### src/rtl/puf_ctrl.sv
// -----------------------------------------------------------------------------
// puf_ctrl -- challenge/response controller for an arbiter PUF.
//
// Accepts a challenge, drives it onto the PUF select bus, then launches the race
// EVALS times. Each launch is SETTLE cycles of ce=0 followed by HOLD cycles of
// ce=1. The arbiter is sampled on the last HOLD cycle of every launch. The
// controller returns the majority vote, the ones count and an integrity flag.
//
// Optional build macro: PUF_CTRL_SYNC_EN
//   defined   : q/qn pass through two-flop synchronizers before sampling
//               (HOLD must be >= 3)
//   undefined : q/qn are sampled directly (HOLD >= 1)
//
// Ports:
//   clk, rst            clock, asynchronous active-high reset
//   chal_valid/ready    challenge handshake (ready is high only in IDLE, out of reset)
//   chal_data[SEL_W]    challenge value
//   sel[SEL_W]          registered challenge to the PUF
//   ce                  registered launch enable to the PUF
//   q, qn               arbiter outputs
//   rsp_valid/ready     response handshake
//   rsp_bit             majority vote (ones > EVALS/2)
//   rsp_ones[CNT_W]     number of samples with q=1
//   rsp_err             at least one sample had q==qn
// -----------------------------------------------------------------------------
module puf_ctrl #(
    parameter int unsigned SEL_W  = 32,
    parameter int unsigned SETTLE = 4,
    parameter int unsigned HOLD   = 4,
    parameter int unsigned EVALS  = 15,
    parameter int unsigned CNT_W  = 4
) (
    input  logic             clk,
    input  logic             rst,
    input  logic             chal_valid,
    output logic             chal_ready,
    input  logic [SEL_W-1:0] chal_data,
    output logic [SEL_W-1:0] sel,
    output logic             ce,
    input  logic             q,
    input  logic             qn,
    output logic             rsp_valid,
    input  logic             rsp_ready,
    output logic             rsp_bit,
    output logic [CNT_W-1:0] rsp_ones,
    output logic             rsp_err
);

    localparam int unsigned PH_MAX = (SETTLE > HOLD) ? SETTLE : HOLD;
    localparam int unsigned PH_W   = (PH_MAX > 1) ? $clog2(PH_MAX) : 1;
    localparam int unsigned HALF   = EVALS / 2;

    typedef enum logic [1:0] {
        S_IDLE = 2'd0,
        S_LOW  = 2'd1,
        S_FIRE = 2'd2,
        S_DONE = 2'd3
    } state_t;

    // Arbiter sample path (optionally synchronized)
    logic q_smp;
    logic qn_smp;

`ifdef PUF_CTRL_SYNC_EN
    localparam int unsigned MIN_HOLD = 3;

    logic [1:0] q_sync_q;
    logic [1:0] qn_sync_q;

    always_ff @(posedge clk or posedge rst) begin
        if (rst) begin
            q_sync_q  <= 2'b00;
            qn_sync_q <= 2'b00;
        end else begin
            q_sync_q  <= {q_sync_q[0], q};
            qn_sync_q <= {qn_sync_q[0], qn};
        end
    end

    assign q_smp  = q_sync_q[1];
    assign qn_smp = qn_sync_q[1];
`else
    localparam int unsigned MIN_HOLD = 1;

    assign q_smp  = q;
    assign qn_smp = qn;
`endif

    // Elaboration-time parameter checks
    if ((EVALS % 2) != 1) begin : g_chk_evals
        $error("puf_ctrl: EVALS must be odd and >= 1");
    end
    if (SETTLE < 1) begin : g_chk_settle
        $error("puf_ctrl: SETTLE must be >= 1");
    end
    if (HOLD < MIN_HOLD) begin : g_chk_hold
        $error("puf_ctrl: HOLD too small for the selected sample path");
    end
    if ((CNT_W < 1) || ((64'd1 << CNT_W) <= 64'(EVALS))) begin : g_chk_cnt
        $error("puf_ctrl: CNT_W too small, need 2**CNT_W > EVALS");
    end

    state_t             state_q,    state_d;
    logic [PH_W-1:0]    ph_q,       ph_d;
    logic [CNT_W-1:0]   eval_q,     eval_d;
    logic [CNT_W-1:0]   ones_q,     ones_d;
    logic               err_q,      err_d;
    logic [SEL_W-1:0]   sel_q,      sel_d;
    logic               ce_q,       ce_d;
    logic               rsp_valid_q, rsp_valid_d;
    logic               rsp_bit_q,  rsp_bit_d;
    logic [CNT_W-1:0]   rsp_ones_q, rsp_ones_d;
    logic               rsp_err_q,  rsp_err_d;

    // Ready depends on rst directly so nothing is accepted while reset is held
    assign chal_ready = (state_q == S_IDLE) && !rst;

    assign sel       = sel_q;
    assign ce        = ce_q;
    assign rsp_valid = rsp_valid_q;
    assign rsp_bit   = rsp_bit_q;
    assign rsp_ones  = rsp_ones_q;
    assign rsp_err   = rsp_err_q;

    // State and datapath registers
    always_ff @(posedge clk or posedge rst) begin
        if (rst) begin
            state_q     <= S_IDLE;
            ph_q        <= '0;
            eval_q      <= '0;
            ones_q      <= '0;
            err_q       <= 1'b0;
            sel_q       <= '0;
            ce_q        <= 1'b0;
            rsp_valid_q <= 1'b0;
            rsp_bit_q   <= 1'b0;
            rsp_ones_q  <= '0;
            rsp_err_q   <= 1'b0;
        end else begin
            state_q     <= state_d;
            ph_q        <= ph_d;
            eval_q      <= eval_d;
            ones_q      <= ones_d;
            err_q       <= err_d;
            sel_q       <= sel_d;
            ce_q        <= ce_d;
            rsp_valid_q <= rsp_valid_d;
            rsp_bit_q   <= rsp_bit_d;
            rsp_ones_q  <= rsp_ones_d;
            rsp_err_q   <= rsp_err_d;
        end
    end

    // Next-state and output logic
    always_comb begin
        state_d    = state_q;
        ph_d       = ph_q;
        eval_d     = eval_q;
        ones_d     = ones_q;
        err_d      = err_q;
        sel_d      = sel_q;
        rsp_bit_d  = rsp_bit_q;
        rsp_ones_d = rsp_ones_q;
        rsp_err_d  = rsp_err_q;

        case (state_q)
            S_IDLE: begin
                if (chal_valid && chal_ready) begin
                    sel_d   = chal_data;
                    ph_d    = '0;
                    eval_d  = '0;
                    ones_d  = '0;
                    err_d   = 1'b0;
                    state_d = S_LOW;
                end
            end

            S_LOW: begin
                if (ph_q == PH_W'(SETTLE - 1)) begin
                    ph_d    = '0;
                    state_d = S_FIRE;
                end else begin
                    ph_d = ph_q + PH_W'(1);
                end
            end

            S_FIRE: begin
                if (ph_q == PH_W'(HOLD - 1)) begin
                    // Last HOLD cycle: take the arbiter sample
                    ph_d   = '0;
                    ones_d = ones_q + CNT_W'(q_smp);
                    err_d  = err_q | (q_smp == qn_smp);
                    eval_d = eval_q + CNT_W'(1);
                    if (eval_q == CNT_W'(EVALS - 1)) begin
                        state_d    = S_DONE;
                        rsp_bit_d  = (ones_d > CNT_W'(HALF));
                        rsp_ones_d = ones_d;
                        rsp_err_d  = err_d;
                    end else begin
                        state_d = S_LOW;
                    end
                end else begin
                    ph_d = ph_q + PH_W'(1);
                end
            end

            S_DONE: begin
                if (rsp_ready) begin
                    state_d = S_IDLE;
                end
            end

            default: begin
                state_d = S_IDLE;
            end
        endcase

        // ce and rsp_valid are registered images of the next state
        ce_d        = (state_d == S_FIRE);
        rsp_valid_d = (state_d == S_DONE);
    end

endmodule

### config.mk
export PLATFORM = sky130hd
export DESIGN_NAME = puf_ctrl
export DESIGN_NICKNAME = d
export VERILOG_FILES = /design/src/rtl/puf_ctrl.sv
export SDC_FILE = /design/constraint.sdc
export NUM_CORES = 1
export LEC_CHECK = 0
export BUFFER_PORTS_ARGS = -buffer_cell sky130_fd_sc_hd__buf_2
export CORE_ASPECT_RATIO = 1.4
export CORE_MARGIN = 3
export CORE_UTILIZATION = 45
export CTS_CLUSTER_DIAMETER = 40
export DETAILED_ROUTE_END_ITERATION = 8
export GPL_ROUTABILITY_DRIVEN = 0
export PLACE_DENSITY = 0.81
export SETUP_SLACK_MARGIN = 0.5
export SYNTH_ARGS = -nofsm -noshare
export SYNTH_HDL_FRONTEND = slang
export SYNTH_SLANG_ARGS = --single-unit
### constraint.sdc
create_clock -name clk -period 2.2 [get_ports clk]
set_clock_uncertainty 0.1 [all_clocks]
set_input_delay 0.11 -clock clk [delete_from_list [all_inputs] [get_ports clk]]
set_output_delay 0.11 -clock clk [all_outputs]
set_load 0.005 [all_outputs]
# Word level (Yosys, flattened, before mapping)
# Cells that the tools add are included.
# word_totals
register_bits	53
wordCells	54
in_bits	38
output_inout_bits	41
# op_classes
n_reduce_logical	11
n_bitwise	1
addsub	3
n_eq_ne	10
order_cmp	1
mux	17
# ops
operator	count
one-hot mux 4 bit (2 select lines)	2
two-way mux 2 bit	7
two-way mux 4 bit	3
== test 2 bit (second input constant)	5
one-hot mux 2 bit (4 select lines)	1
AND reduction 3 bit	2
adder 4 x 1 -> 4 bit	1
adder 4 x 1 -> 4 bit (second input constant)	1
== test 4 bit (second input constant)	1
> comparator 4 x 3 -> 1 bit (second input constant)	1
one-hot mux 2 bit (2 select lines)	1
AND reduction 2 bit	2
nonzero test 2 bit	2
adder 2 x 1 -> 2 bit (second input constant)	1
== test 2 x 1 -> 1 bit (second input constant)	1
logical AND 1 bit	2
zero test 2 bit	1
two-way mux 1 bit	2
inequality test 2 x 1 -> 1 bit (second input constant)	1
inequality test 2 bit (second input constant)	1
one-hot mux 1 bit (2 select lines)	1
OR reduction 2 bit	1
== test 1 bit	1
zero test 1 bit	1
OR 1 bit	1

# Depth between registers and ports, before layout
# Gate-level depths: netlist of the first run.
# logic_depth
word_depth	6
depth_mapped	8
depth_no_buf	7

# Worst setup path after synthesis of the first run
# OpenSTA, ideal clock, no wires.
# synth_timing
path_type	register to register
from	register state_q[0]
to	register ones_q[2]
arrival_time_ps	1616
setup_time_ps	126
path_stages_with_launch	8
path_slack_ps	358
n_path_buf	2
t_required_ps	1974
period_less_slack_ps	1842
cell_sequence	dfrtp_1 -> inv_1 -> ha_1 -> buf_6 -> nor2b_4 -> a211o_1 -> buf_2 -> a221o_1
# synth_via
elab_chain_cells	5
# synth_rtl
element	line_no	source
start, declared	103	state_t state_q, state_d;
start signal, assigned	140	state_q <= state_d;
zero test 2 bit	116, 166	
logical AND 1 bit	116	assign chal_ready = (state_q == S_IDLE) && !rst;
logical AND 1 bit	168	if (chal_valid && chal_ready) begin
inequality test 2 x 1 -> 1 bit (no source line)	--	
AND reduction 3 bit (no source line)	--	
end signal, assigned	143	ones_q <= ones_d;
end, declared	106	logic [CNT_W-1:0] ones_q, ones_d;
# Several ways; a longest one is shown, not always the timed one.
# A chain may end at the register's enable or synchronous reset.

# Final worst setup path of the first run
# layout_timing
from	register state_q[1]
to	register eval_q[2]
# layout_via
elab_chain_cells	5
# layout_rtl
element	line_no	source
zero test 2 bit	116, 166	
logical AND 1 bit	116	
logical AND 1 bit	168	
inequality test 2 x 1 -> 1 bit (no source line)	--	
AND reduction 3 bit (no source line)	--	
end signal, assigned	142	eval_q <= eval_d;
end, declared	105	logic [CNT_W-1:0] eval_q, eval_d;
# Several ways; a longest one is shown, not always the timed one.

==> results of run 1 <==
-- cells in the mapped netlist --
master / number
nor2b_1: 5
a221o_1: 1
nand2b_4: 1
nor2b_4: 1
or4_1: 1
clkbuf_1: 1
nand2_1: 13
or3_1: 1
nand2_2: 1
and2_1: 1
a21o_1: 2
inv_2: 1
o22a_1: 1
mux2i_1: 3
xnor2_1: 3
o221ai_1: 3
nor3_1: 2
buf_6: 1
dfrtp_1: 53
mux2_1: 2
a21oi_1: 6
ha_1: 10
o21ai_1: 6
o21ai_0: 4
nand3b_1: 1
mux2_2: 32
a211o_1: 1
and4_1: 1
nor2_1: 8
a32o_1: 1
and3_1: 2
buf_2: 7
inv_1: 7
nand3_1: 4
o22ai_1: 1
o21a_1: 1
a31oi_1: 2
-- cells by family (layout without fill, tap and decap cells) --
logic type      after synthesis  count (layout)
mux                          37              37
flops                        53              53
simple gates                 42              42
xor+xnor                      3               3
buf+inv                      17             146
fa+ha+maj                    10              10
compound gates               29              29
-- flip-flops by register name, summed over array words and instances, names as in the netlist --
| signal | count |
|---|---|
| ce | 1 |
| err_q | 1 |
| eval_q | 4 |
| ones_q | 4 |
| ph_q | 2 |
| rsp_bit | 1 |
| rsp_err | 1 |
| rsp_ones | 4 |
| rsp_valid | 1 |
| sel | 32 |
| state_q | 2 |
-- where the power goes --
| group | internal (uW) | switching [uW] |
|---|---|---|
| clock network | 256 | 318 |
| logic | 1020 | 840 |
| registers | 1340 | 203 |
| total | 2610 | 1360 |
-- worst reg2reg max path, cell delays in order, from the launching register on --
cell and delay, ps:
dfrtp_2 470, inv_4 90, ha_4 150, nor2_1 60, a211o_4 350, or4_1 410, nand2_1 70
-- final timing paths --
path,endpoint,depth (start not counted)
setup / recovery,eval_q[2]$_DFFE_PP0P_,6
hold / removal,rsp_err$_DFFE_PP0P_,4
setup reg to reg,eval_q[2]$_DFFE_PP0P_,6
hold reg to reg,rsp_ones[3]$_DFFE_PP0P_,1
max in group asynchronous,state_q[1]$_DFF_PP0_,4
min in group asynchronous,sel[17]$_DFFE_PP0P_,3
-- area by class of cell --
cell class	count	area, um^2
clock inverter	2	13.8
tap	64	80.1
timing repair buffer	130	938
multi-input combinational	121	1040
sequential	53	1330
clock buffer	6	82.6
inverter	8	32.5
fill	327	1480
-- per-stage QoR --
| step | instances | power, uW |
|---|---|---|
| after floorplan | 191 | 2490 |
| after global placement | 328 | 2940 |
| after detailed placement | 328 | 3010 |
| after CTS | 379 | 3810 |
| after global routing | 384 | 4220 |
| final | 384 | 3970 |
-- routing by layer --
layer	global-route usage [%]	part of all wire (%)	vias up
met4	8.29	3.1	0
li1	-	-	924
met5	0	0	-
met3	3.31	4.1	17
met1	21.5	37	976
met2	36.2	56	76
-- timing repair --
item	4_1_cts	5_1_grt
cloned	0	3
hold buffers	33	0
setup buffers	10	2
gates resized for setup	6	10
pin swaps	2	5
setup endpoints to repair	46	42
hold endpoints to repair	54	0
==> flow_summary.ini, run 1 <==
[timing]
hold_violations = 0
timing.fmax_ghz = 0.574
fin_setup_tns_ps = 0
rsz0062_at_grt = true
setup_violations = 0
slew_headroom_pct = 66.5
drv_slew = 0
tightest_slew_ps = 501
whs_ps = 72.7
period_share_pct = 79.2
period_needed_ps = 1740
setup_ws_ps = 458

[setup_path]
slowest_stage = dfrtp_2
r2r_start = state_q[1]$_DFF_PP0_
slowest_delay_ps = 470
r2r_setup_slack_ps = 460
critPathBufInv = 1
cp_data_arrival_time_ps = 1890
crit_chain = inv_4 -> ha_4 -> nor2_1 -> a211o_4 -> or4_1 -> nand2_1
start_kind = flip-flop
worstPathRequired_ps = 2350
path_max_fanout = 7
worstSetupPathType = flip-flop to flip-flop
critPathLaunch = state_q[1]$_DFF_PP0_
cp-end-kind = flip-flop
crit_family = simple AND/OR/NAND/NOR gates

[pwr]
vdd_drop_max_uv = 723
p_leak_uw = 0.00173
power_per_cell_area_nw_per_um2 = 1130

[floorplanning]
die-area_um2 = 6210
start_util_pct = 47.6
coreArea_um2 = 4990
io_pins = 79
die_y_um = 92.0
rows = 30
die_w_um = 67.4

[cells_and_area]
fin_nets = 367
diodes = 0
final_cell_area_um2 = 3510
drive_gt1_share_pct = 48.1
layout_common_cells = buf_2, dfrtp_1, dlygate4sd3_1
areaGrowthSynthToFinish_pct = 47.6
fin_util_pct = 70.3
final_common_cell = buf_2

[clock_tree]
h-tree-depth = 2
clockBufferDepth = 2
tritoncts = done
cts_buffers = 5
cts_root_buf = clkbuf_8
clk_pin_slew_ps = 90
cts_num_sinks = 53
clk_latency_ps = 310

[yosys]
synth_top_cell_area_share_pct = 55.8
synth-compound-area-share_pct = 7.79
muxShareOfSynthArea_pct = 17.4
yosys_register_bits = 53
synth_adder_area_share_pct = 5.26
seq_area_frac_synth_pct = 55.8
synth_nets = 239
yosys.area.top_type = dfrtp_1
yosys_warnings = 0
synth-simple-area-share_pct = 9.36
netlist-cell-type-count = 37
synth_cells = 191
avgSynthCellArea_um2 = 12.5
synth_top_family_by_area = multiplexers
syn_area_um2 = 2380
synthTopCellsByArea = dfrtp_1, mux2_2, ha_1
synth_xor_area_share_pct = 1.10

[routing]
drc = 0
drt_wl_total_mm = 6.27
wl_per_cell_um = 16.3
drt-initial-drc-count = 88
antenna_left = 0
dr.pass1.iters = 4
vias = 1993
via_per_inst = 5.19

[grt]
grt_usage_pct = 19.7
antenna_found_initial = 0
grt_max_degree = 32
grt_pass1_vias = 2034
overflow = 0
grt_pass1_wl_mm = 9.27

[job]
maxCapViolCount = 0

[placed_design]
portBuffers = 78
placed_area_um2 = 2870
dp_hpwl_mm = 3.63
dp_slack_ps = 121

[run_status]
status = completed

[min_path]
min_from = qn
hold_class = input pin to flip-flop
No activity file was read; power rests on OpenSTA's default activity.
==> run 2: changes to the inputs <==
Settings changed: PLACE_DENSITY 0.81 to 0.84.
Clock period 2.2 ns to 1.55 ns, I/O delays scaled along.
==> flow_summary.ini, run 2 (synthesis gave the netlist of run 1 again) <==
[run_status]
status = finished, violations left
violations = negative setup slack

[cells_and_area]
stdcell_count = 406
areaGrowthSynthToFinish_pct = 63.4
layout_common_cells = buf_2, dfrtp_1, dlygate4sd3_1
largest_reg_flops = 32
final_common_cell = buf_2
multiInputGateArea_um2 = 1190
layout.area.seq_um2 = 1330
drive_gt1_share_pct = 57.9
diodes = 0
fin_nets = 389
fillers = 284

[min_path]
hold_class = input pin to flip-flop

[placed_design]
portBuffers = 78
placed_cells = 346
dp_hpwl_mm = 3.73

[floorplanning]
die-area_um2 = 6210
rows = 30
start_util_pct = 47.6
io_pins = 79
coreArea_um2 = 4990
die_y_um = 92.0
die_w_um = 67.4

[grt]
antenna_found_initial = 0
grt_max_degree = 54
grt_usage_pct = 20.0
overflow = 0
grt_pass1_wl_mm = 9.51
grt_pass1_vias = 2070

[routing]
drt_wl_total_mm = 6.95
antenna_left = 0
drt-initial-drc-count = 89
drc = 0
vias = 2097
wl_per_cell_um = 17.1
via_per_inst = 5.17
dr.pass1.iters = 4

[pwr]
power_per_cell_area_nw_per_um2 = 1620
p_leak_uw = 0.00193
p_sw_uw = 2160
switching_share_pct = 34.4
pwr-share-comb_pct = 52.3
vdd_drop_max_uv = 1060
clockPowerShare_pct = 12.7
p_seq_share_pct = 35.0
p_int_uw = 4140

[timing]
setup_ws_ps = -188
rsz0062_at_grt = true
tightest_slew_ps = 307
hold_violations = 0
setup_violations = 44
period_share_pct = 112
drv_slew = 0
fin_setup_tns_ps = -4190
period_needed_ps = 1740
slew_headroom_pct = 79.4
timing.fmax_ghz = 0.575

[job]
maxCapViolCount = 0

[setup_path]
worstSetupPathType = flip-flop to flip-flop
worstPathRequired_ps = 1690
start_kind = flip-flop
cp-end-kind = flip-flop
path_max_fanout = 6
cp_data_arrival_time_ps = 1880

[clock_tree]
h-tree-depth = 2
clk_latency_ps = 300
cts_buffers = 5
cts_num_sinks = 53
clockBufferDepth = 2
clk_pin_slew_ps = 100
tritoncts = done
cts_root_buf = clkbuf_8
[run 2: layout make-up]
cell class / instances / area share, %
Timing Repair Buffer: 152 / 30.0
Clock inverter: 3 / 0.644
Sequential cell: 53 / 34.1
Clock buffer: 5 / 1.77
Tap cell: 64 / 2.06
Multi-Input combinational cell: 121 / 30.5
Inverter: 8 / 0.869
[run 2: metal layers]
metal / track usage [%] / up-vias / wire, um
li1: - / 967 / -
met1: 20.0 / 1055 / 2440
met2: 39.5 / 60 / 4090
met3: 3.06 / 15 / 277
met4: 6.43 / 0 / 139
met5: 0 / - / 0
[run 2: metrics by stage]
stage	total power [uW]	setup slack (ps)	hold slack, ps	utilization [%]	cell area [um^2]
after global placement	4410	-166	99.2	60.7	3030
final	6300	-188	32.0	77.9	3890
after global routing	6670	-221	55.9	77.9	3890
after detailed placement	4530	-211	106	60.7	3030
after CTS	5620	-180	56.5	72.1	3600
after floorplan	3610	-172	38.9	-	2470
[run 2: power by group through the flow]
stage / sequential [uW] / clock (uW) / combinational (uW)
finish: 2210 / 798 / 3290
floorplan: 2230 / 0 / 1380
global placement: 2150 / 0 / 2270
CTS: 2140 / 828 / 2650
detailed placement: 2180 / 0 / 2350
global route: 2250 / 880 / 3540
[run 2: critical path: stages (launching register included)]
cell and delay (ps):
dfrtp_1 400, inv_2 120, ha_4 180, nor2_2 60, a211o_4 340, or4_4 420
nand2_1 70
[run 2: worst paths after layout]
| kind | from | endpoint | slack (ps) | cells past startpoint |
|---|---|---|---|---|
| max | state_q[0]$_DFF_PP0_ | eval_q[2]$_DFFE_PP0P_ | -190 | 6 |
| min | chal_valid | ph_q[0]$_DFFE_PP0P_ | 30 | 3 |
| max reg2reg | state_q[0]$_DFF_PP0_ | eval_q[2]$_DFFE_PP0P_ | -190 | 6 |
| min reg2reg | rsp_ones[3]$_DFFE_PP0P_ | rsp_ones[3]$_DFFE_PP0P_ | 390 | 1 |
| max in group asynchronous | rst | err_q$_DFFE_PP0P_ | 760 | 4 |
| min in group asynchronous | rst | ph_q[1]$_DFFE_PP0P_ | 340 | 4 |
[run 2: repair_timing]
action                     4_1_cts  5_1_grt
hold endpoints to repair        85        0
hold buffers                    33        0
pin swaps                       12       16
resized for setup               18       41
cloned                           1        4
buffers inserted                 7        7
setup endpoints to repair       54       57
